--- src/rtl/render_pkg.sv ---
// Shared rendering constants for the sprite pipeline.
//   TRANSPARENT_KEY : colour key treated as see-through
//   SCREEN_W/H      : visible screen size
//   SPR_W/H_DEF     : default sprite dimensions
//   player_state_e  : animation frame index per player state
package render_pkg;

    localparam logic [7:0] TRANSPARENT_KEY = 8'hE3;

    localparam int SCREEN_W     = 640;
    localparam int SCREEN_H     = 480;
    localparam int SPR_W_DEF    = 113;
    localparam int SPR_H_DEF    = 157;
    localparam int N_FRAMES_DEF = 11;

    typedef enum logic [3:0] {
        IDLE   = 4'd0,
        WALK_1 = 4'd1,
        WALK_2 = 4'd2,
        WALK_3 = 4'd3,
        JUMP   = 4'd4,
        CROUCH = 4'd5,
        PUNCH  = 4'd6,
        KICK   = 4'd7,
        HIT    = 4'd8,
        KO     = 4'd9,
        BLOCK  = 4'd10
    } player_state_e;

endpackage

--- src/rtl/sprite_addr_gen.sv ---
// Per-layer hit test and ROM address generation (first pipeline stage).
//   clk, rst            : pixel clock, async active-high reset
//   pixel_x, pixel_y    : current pixel
//   spr_x, spr_y        : layer top-left corner
//   spr_frame           : animation frame index
//   spr_en/flip/flash   : enable, horizontal mirror, flash request
//   flash_phase         : frame-counter bit that blanks flashing layers
//   rom_addr            : registered ROM address (0 when no hit)
//   hit                 : registered hit flag
import render_pkg::*;

module sprite_addr_gen #(
    parameter int SPR_W    = SPR_W_DEF,
    parameter int SPR_H    = SPR_H_DEF,
    parameter int N_FRAMES = N_FRAMES_DEF,
    parameter int ADDR_W   = 18
) (
    input  logic              clk,
    input  logic              rst,
    input  logic [9:0]        pixel_x,
    input  logic [9:0]        pixel_y,
    input  logic [9:0]        spr_x,
    input  logic [9:0]        spr_y,
    input  logic [3:0]        spr_frame,
    input  logic              spr_en,
    input  logic              spr_flip,
    input  logic              spr_flash,
    input  logic              flash_phase,
    output logic [ADDR_W-1:0] rom_addr,
    output logic              hit
);

    logic [10:0]       x_end;
    logic [10:0]       y_end;
    logic              in_box;
    logic              frame_ok;
    logic              hit_comb;
    logic [9:0]        rel_x;
    logic [9:0]        rel_y;
    logic [31:0]       col;
    logic [ADDR_W-1:0] addr_comb;

    always_comb begin
        // Right/bottom bounds in 11 bits so a sprite near column 1023 does
        // not wrap around and catch pixels at the left of the screen.
        x_end    = {1'b0, spr_x} + 11'(SPR_W);
        y_end    = {1'b0, spr_y} + 11'(SPR_H);
        in_box   = (pixel_x >= spr_x) && (pixel_y >= spr_y) &&
                   ({1'b0, pixel_x} < x_end) && ({1'b0, pixel_y} < y_end);
        frame_ok = 32'(spr_frame) < 32'(N_FRAMES);
        hit_comb = spr_en && frame_ok && in_box && !(spr_flash && flash_phase);

        rel_x     = pixel_x - spr_x;
        rel_y     = pixel_y - spr_y;
        col       = spr_flip ? (32'(SPR_W - 1) - 32'(rel_x)) : 32'(rel_x);
        addr_comb = ADDR_W'(32'(spr_frame) * 32'(SPR_W * SPR_H) +
                            32'(rel_y) * 32'(SPR_W) + col);
    end

    // Stage A boundary: address and hit registered together
    always_ff @(posedge clk or posedge rst) begin
        if (rst) begin
            hit      <= 1'b0;
            rom_addr <= '0;
        end else begin
            hit      <= hit_comb;
            rom_addr <= hit_comb ? addr_comb : '0;
        end
    end

endmodule

--- src/rtl/sprite_compositor.sv ---
// N-layer sprite compositor: issues per-layer ROM addresses, waits ROM_LAT
// cycles for ROM data, then picks the highest-priority opaque sprite pixel
// (layer 0 first) over the background.
//   clk, rst          : pixel clock, async active-high reset
//   pix_valid         : pixel_x/pixel_y/bg_pixel valid
//   pixel_x, pixel_y  : current pixel position
//   bg_pixel          : background colour
//   frame_start       : one-cycle pulse per frame, advances the flash counter
//   spr_*             : packed per-layer sprite controls
//   rom_addr          : packed per-layer registered ROM addresses
//   rom_q             : packed per-layer ROM data, ROM_LAT cycles after address
//   pixel_out(_valid) : composited pixel, ROM_LAT+2 cycles after pix_valid
import render_pkg::*;

module sprite_compositor #(
    parameter int         N_SPR       = 2,
    parameter int         SPR_W       = SPR_W_DEF,
    parameter int         SPR_H       = SPR_H_DEF,
    parameter int         N_FRAMES    = N_FRAMES_DEF,
    parameter int         ADDR_W      = 18,
    parameter int         ROM_LAT     = 1,
    parameter logic [7:0] TRANSPARENT = TRANSPARENT_KEY,
    parameter int         FLASH_BIT   = 2
) (
    input  logic                    clk,
    input  logic                    rst,
    input  logic                    pix_valid,
    input  logic [9:0]              pixel_x,
    input  logic [9:0]              pixel_y,
    input  logic [7:0]              bg_pixel,
    input  logic                    frame_start,
    input  logic [N_SPR*10-1:0]     spr_x,
    input  logic [N_SPR*10-1:0]     spr_y,
    input  logic [N_SPR*4-1:0]      spr_frame,
    input  logic [N_SPR-1:0]        spr_en,
    input  logic [N_SPR-1:0]        spr_flip,
    input  logic [N_SPR-1:0]        spr_flash,
    output logic [N_SPR*ADDR_W-1:0] rom_addr,
    input  logic [N_SPR*8-1:0]      rom_q,
    output logic [7:0]              pixel_out,
    output logic                    pixel_out_valid
);

    localparam logic [FLASH_BIT:0] FCNT_ONE = 1;

    logic [FLASH_BIT:0] fcnt;
    logic [N_SPR-1:0]   hit_p0;
    logic [7:0]         bg_p0;
    logic               vld_p0;
    logic [N_SPR-1:0]   hit_dly [ROM_LAT];
    logic [7:0]         bg_dly  [ROM_LAT];
    logic               vld_dly [ROM_LAT];
    logic [7:0]         pix_sel;

    // Frame counter; a pixel sampled together with frame_start sees the old count
    always_ff @(posedge clk or posedge rst) begin
        if (rst) begin
            fcnt <= '0;
        end else if (frame_start) begin
            fcnt <= fcnt + FCNT_ONE;
        end
    end

    for (genvar i = 0; i < N_SPR; i++) begin : g_layer
        sprite_addr_gen #(
            .SPR_W    (SPR_W),
            .SPR_H    (SPR_H),
            .N_FRAMES (N_FRAMES),
            .ADDR_W   (ADDR_W)
        ) u_addr (
            .clk         (clk),
            .rst         (rst),
            .pixel_x     (pixel_x),
            .pixel_y     (pixel_y),
            .spr_x       (spr_x[i*10 +: 10]),
            .spr_y       (spr_y[i*10 +: 10]),
            .spr_frame   (spr_frame[i*4 +: 4]),
            .spr_en      (spr_en[i]),
            .spr_flip    (spr_flip[i]),
            .spr_flash   (spr_flash[i]),
            .flash_phase (fcnt[FLASH_BIT]),
            .rom_addr    (rom_addr[i*ADDR_W +: ADDR_W]),
            .hit         (hit_p0[i])
        );
    end

    // Stage A boundary: background and valid travel with the hit vector
    always_ff @(posedge clk or posedge rst) begin
        if (rst) begin
            bg_p0  <= '0;
            vld_p0 <= 1'b0;
        end else begin
            bg_p0  <= bg_pixel;
            vld_p0 <= pix_valid;
        end
    end

    // Delay boundary: align hit/bg/valid with rom_q
    always_ff @(posedge clk or posedge rst) begin
        if (rst) begin
            for (int k = 0; k < ROM_LAT; k++) begin
                hit_dly[k] <= '0;
                bg_dly[k]  <= '0;
                vld_dly[k] <= 1'b0;
            end
        end else begin
            hit_dly[0] <= hit_p0;
            bg_dly[0]  <= bg_p0;
            vld_dly[0] <= vld_p0;
            for (int k = 1; k < ROM_LAT; k++) begin
                hit_dly[k] <= hit_dly[k-1];
                bg_dly[k]  <= bg_dly[k-1];
                vld_dly[k] <= vld_dly[k-1];
            end
        end
    end

    // Walk from lowest priority upwards so layer 0 wins when several are opaque
    always_comb begin
        pix_sel = bg_dly[ROM_LAT-1];
        for (int i = N_SPR - 1; i >= 0; i--) begin
            if (hit_dly[ROM_LAT-1][i] && (rom_q[i*8 +: 8] != TRANSPARENT)) begin
                pix_sel = rom_q[i*8 +: 8];
            end
        end
    end

    // Stage C boundary: output holds its last value on invalid cycles
    always_ff @(posedge clk or posedge rst) begin
        if (rst) begin
            pixel_out       <= '0;
            pixel_out_valid <= 1'b0;
        end else begin
            pixel_out_valid <= vld_dly[ROM_LAT-1];
            if (vld_dly[ROM_LAT-1]) begin
                pixel_out <= pix_sel;
            end
        end
    end

endmodule

--- config.mk ---
export PLATFORM = sky130hd
export DESIGN_NAME = sprite_compositor
export DESIGN_NICKNAME = d
export VERILOG_FILES = /design/src/rtl/render_pkg.sv /design/src/rtl/sprite_addr_gen.sv /design/src/rtl/sprite_compositor.sv
export SDC_FILE = /design/constraint.sdc
export NUM_CORES = 1
export LEC_CHECK = 0
export ABC_AREA = 1
export BUFFER_PORTS_ARGS = -buffer_cell sky130_fd_sc_hd__buf_2
export CAP_MARGIN = 20
export CORE_MARGIN = 3
export CORE_UTILIZATION = 25
export DETAILED_ROUTE_END_ITERATION = 7
export SLEW_MARGIN = 10
export SYNTH_ARGS = -nofsm -noshare
export SYNTH_HDL_FRONTEND = slang
export SYNTH_HIERARCHICAL = 1
export SYNTH_SLANG_ARGS = --single-unit
--- constraint.sdc ---
create_clock -name clk -period 1.7 [get_ports clk]
set_input_delay 0.255 -clock clk [delete_from_list [all_inputs] [get_ports clk]]
set_output_delay 0.255 -clock clk [all_outputs]
set_load 0.05 [all_outputs]
Yosys cells after proc, flatten, opt, wreduce, memory -nomap -nowiden
Cells that the tools add are included.
{ "word_totals": {"inputBits": 102, "ramBits": 0, "memories": 0, "register_bits": 70, "word_cells": 67, "latchBits": 0, "rom_bits": 0} }
{ "classes": {"n_reduce_logical": 18, "order_cmp": 10, "shift": 0, "multipliers": 4, "n_mux": 6, "bitwise": 0, "addsub": 15, "div": 0, "n_eq_ne": 2} }
{ "op_table": {"columns": ["op", "n"], "rows": [
  ["$mux W18", 4],
  ["$lt A10 B11 Y1", 4],
  ["$ge A10 B10 Y1", 4],
  ["$sub A10 B10 Y10", 4],
  ["$add A18 B17 Y18", 2],
  ["$add A18 B18 Y18", 2],
  ["$mul A4 B15 Y18 const B", 2],
  ["$mul A10 B7 Y17 const B", 2],
  ["$add A10 B7 Y11 const B", 2],
  ["$add A10 B8 Y11 const B", 2],
  ["$sub A7 B10 Y11 const A", 2],
  ["$logic_and A1 B1 Y1", 16],
  ["$mux W8", 2],
  ["$ne A8 B8 Y1 const B", 2],
  ["$lt A4 B4 Y1 const B", 2],
  ["$add A3 B1 Y3 const B", 1],
  ["$logic_not A1 Y1", 2]
]} }

Depth between registers and ports, before layout
{ "logic_depth": {"word_depth": 7, "ltp_mapped": 32} }

Modules after synthesis
Netlist, hierarchy kept.
{ "by_module_without_submodules": {"columns": ["mod", "area_each_um2", "seq_area_each_um2", "n_inst", "cells_each"], "rows": [
  ["sprite_addr_gen at g_layer[1].u_addr", 5552.8, 475.5, 1, 718],
  ["sprite_addr_gen at g_layer[0].u_addr", 5520.3, 475.5, 1, 726],
  ["sprite_compositor", 1318.8, 800.8, 1, 142]
]} }

Least setup slack after synthesis
No wires, ideal clock.
{ "synth_path": {"path_type": "input-to-reg", "from": "input pixel_y[0]", "to": "register g_layer[1].u_addr.rom_addr[15]", "path_slack_ns": -3.750, "t_arrival_ns": 5.327, "stages": 23, "required_time_ns": 1.576, "n_path_buf": 0, "path_cell_list": "inv_1 -> ha_1 -> inv_1 -> fa_1 -> a31oi_1 -> o21ai_0 -> xor2_1 -> inv_1 -> fa_1 -> ha_1 -> fa_1 -> inv_1 -> fa_1 -> fa_1 -> inv_1 -> ha_1 -> nand2_1 -> nor3_1 -> nand3_1 -> nand3_1 -> a31oi_1 -> xor2_1 -> nor2_4"} }
{ "synth_between": {"elab_chain_cells": 7} }
{ "synth_lines": {"columns": ["element", "line", "rtl"], "rows": [
  ["from (decl)", "sprite_compositor.sv:29", "input logic [9:0] pixel_y,"],
  ["branches (longest 6 deep; another with $add A18 B17 Y18)", null, null],
  ["$mux W18 (*)", "sprite_addr_gen.sv:67", "rom_addr <= hit_comb ? addr_comb : '0;"],
  ["to (signal assigned)", "sprite_addr_gen.sv:67", null],
  ["to (decl)", "sprite_addr_gen.sv:29", "output logic [ADDR_W-1:0] rom_addr,"]
]} }
Every way passes the cells marked *.
A chain may end at the register's enable or synchronous reset.

Worst setup path in the final report
{ "layout_path": {"from": "input pixel_y[0]", "to": "register g_layer[0].u_addr.rom_addr[14]"} }
{ "layout_between": {"elab_chain_cells": 7} }
{ "layout_lines": {"columns": ["element", "line"], "rows": [
  ["branches (longest 6 deep; another with $add A18 B17 Y18)", null],
  ["$mux W18 (*)", "sprite_addr_gen.sv:67"],
  ["to (signal assigned)", "sprite_addr_gen.sv:67"],
  ["to (decl)", "sprite_addr_gen.sv:29"]
]} }
Marks and branches as above.

==> impl_metrics.py <==
metrics = {
    "floorplan": {
        "dieArea_um2": 52300,
        "core_region_area_um2": 48300,
        "start_util": 0.256,
        "pin_count": 147,
        "die_y_um": 229,
        "core.rowCount": 80,
        "die_x_um": 229,
    },
    "drt": {
        "drt-vias-per-instance": 4.25,
        "drc": 0,
        "vias": 11852,
        "ant_nets": 0,
        "drtPass1Iterations": 5,
        "totalWireLength_um": 38000,
        "drt_iter0_drc": 478,
        "post_drt_wl_per_cell_um": 13.6,
    },
    "finish": {
        "fin_nets": 2557,
        "syn_to_final_growth_pct": 61.6,
        "fin_util": 0.414,
        "layout-drive-gt1-share": 0.464,
    },
    "critical_path": {
        "cp.required_ns": 1.95,
        "critPathLaunch": "pixel_y[0]",
        "startpoint_type": "primary input",
        "critPathMaxStageDelay_ns": 0.53,
        "cp_max_fo": 3,
        "critPathCaptureType": "flop",
        "critPathKind": "primary input to flop",
        "r2r_start": "fcnt[2]",
        "cp_slowest_cell": "fa_1",
        "arrival_ns": 5.26,
    },
    "hold_path": {
        "hp-class": "primary input to flop",
        "min-delay-start": "bg_pixel[3]",
    },
    "synth": {
        "synth_area_leader_cell": "ha_1",
        "yosys_warnings": 6,
        "synth_common_cells": "inv_1, nand2_1, ha_1",
        "synthArstFlopShare": 1.00,
        "synthesis.area_um2": 12400,
        "avgSynthCellArea_um2": 7.81,
        "synth_top_area_share": 0.233,
        "yosysMostFrequentCell": "inv_1",
        "ys_types": 50,
        "synth_top_family_by_area": "adder cells",
        "synth_xor_area_frac": 0.0693,
        "syn_inst": 1586,
        "ys_ff_latch": 70,
        "yosysSeqAreaShare": 0.141,
        "yosys.area_share.simple": 0.194,
        "synth-main-ff-cell": "dfrtp_1",
        "synth-adder-area-share": 0.401,
        "synth_edf_count": 0,
        "yosys-top-cells-area": "ha_1, fa_1, dfrtp_1, inv_1, nand2_1",
        "synth_compound_area_frac": 0.0607,
        "post_synth_mux_area_share": 0.000909,
        "syn_nets": 2023,
    },
    "clock_network": {
        "htree_levels": 3,
        "cts_buffers": 9,
        "cts_root_buffer": "clkbuf_16",
        "clkLatencyLatePin_ns": 0.36,
        "cts_sinks": 70,
        "cts_tree": "done",
        "clock_path_buffers": 2,
        "clkTransAtPathRegs_ns": 0.06,
    },
    "placed_design": {
        "gp_congestion": 0.888,
        "dpl.hpwl_um": 31500,
        "place_ws_ns": -3.83,
        "port_buffers": 146,
    },
    "sta": {
        "maxSlewViolCount": 0,
        "period_needed_ns": 5.00,
        "setup_ws_ns": -3.30,
        "setup_viol": 38,
        "fmax_ghz": 0.200,
        "fin_worst_skew_ns": 0.00759,
        "relSlewSlack": 0.712,
        "post-route-period-util": 2.94,
        "worstMarginPinSlew_ns": 0.432,
        "finalHoldViolCount": 0,
        "rsz0062_at_grt": "yes",
    },
    "grt": {
        "grtUsageTotal": 0.143,
        "antenna_found_initial": 22,
        "grt_start_max_net_pins": 30,
        "overflow": 0,
        "grt_pass1_vias": 12305,
        "grt_pass1_wl_um": 60600,
    },
    "status": {
        "status": "finished, violations left",
        "violations": "negative setup slack",
    },
    "flow_run": {
        "cap_viol_max_count": 0,
    },
}
[metrics by stage]
| step | hold WS [ns] | area (um^2) | TNS (ns) | cells |
|---|---|---|---|---|
| 3_5_place_dp | 0.163 | 17400 | -115.61 | 2714 |
| 2_1_floorplan | 0.206 | 13400 | -91.84 | 1586 |
| 3_3_place_gp | 0.161 | 17400 | -113.25 | 2714 |
| 6_report | 0.0297 | 20000 | -94.81 | 2788 |
| 5_1_grt | 0.0126 | 20000 | -100.40 | 2784 |
| 4_1_cts | 0.00818 | 19200 | -94.17 | 2776 |
[worst paths after layout]
kind	end	slack, ns	cells past startpoint
max reg2reg	g_layer[1].u_addr/rom_addr[13]	-0.12	9
max in group asynchronous	bg_dly[0]	0.76	4
min in group asynchronous	fcnt[1]	0.37	3
min	bg_p0[3]	0.03	1
max	g_layer[0].u_addr/rom_addr[14]	-3.30	31
min reg2reg	bg_dly[2]	0.35	0
[cell usage in the layout, fill, tap and decap left out, types with 7 or more instances in the layout]
cell / instances
nand2_1: 231
buf_6: 45
nand3_2: 21
buf_4: 324
ha_4: 83
nand2_2: 32
fa_2: 11
dfrtp_1: 70
diode_2: 7
buf_2: 140
o21ai_1: 10
nand2_4: 17
nand3_1: 70
buf_12: 8
ha_2: 9
xnor2_1: 11
ha_1: 139
nor2_2: 24
xnor2_2: 7
fa_1: 93
nor2_1: 56
inv_4: 10
nor2_4: 18
nand4_1: 14
o21ai_2: 9
inv_2: 80
nor3_4: 10
a21oi_1: 38
a21oi_2: 38
clkbuf_16: 9
xor2_1: 43
inv_1: 318
dlygate4sd3_1: 9
xor2_2: 26
[timing repair]
item / CTS / global route
resized for setup: 197 / 168
pin swaps: 182 / 170
setup buffers: 41 / 26
cloned: 1 / 0
endpoints found under the hold margin: 47 / 0
setup endpoints to repair: 38 / 38
hold buffers: 9 / 0
[flip-flops by register name, summed over array words and instances (netlist names)]
name	cells
g_layer.u_addr/rom_addr	36
bg_dly	8
bg_p0	8
pixel_out	8
fcnt	3
g_layer.u_addr/hit	2
hit_dly	2
pixel_out_valid	1
vld_dly	1
vld_p0	1
[cells by family after synthesis]
group	after synthesis
AO/OA/AOI/OAI	136
buffers and inverters	423
flip-flops	70
multiplexers	1
adder cells (fa/ha/maj)	335
AND/OR/NAND/NOR	523
XOR/XNOR	98
[layer usage]
layer,wire (um),vias to the layer above,share of wire,track usage
met5,166,-,0.0044,0
met4,446,28,0.012,0.0290
met3,2370,51,0.062,0.0354
met2,17500,201,0.46,0.230
met1,17500,5620,0.46,0.194
li1,-,5952,-,-
[area by class of cell]
cell class                      count  area, um^2
Antenna cell                        7        17.5
Clock buffer                       10         239
Clock inverter                      6         116
Fill cell                        4665       28300
Inverter                          417        1680
Multi-Input combinational cell   1093       11500
Sequential cell                    70        1750
Tap cell                          656         821
Timing Repair Buffer              528        3910
Timing Repair inverter              1        30.0
[critical path: cells and delay by family]
family	cells	cell delay (ns)
buf+inv	12	0.79
xor+xnor	1	0.18
simple gates	9	0.74
fa+ha+maj	8	3.10
compound gates	1	0.18
Power is not shown: default switching activity piles up to over one toggle a cycle in this logic, so the estimate is an artifact.
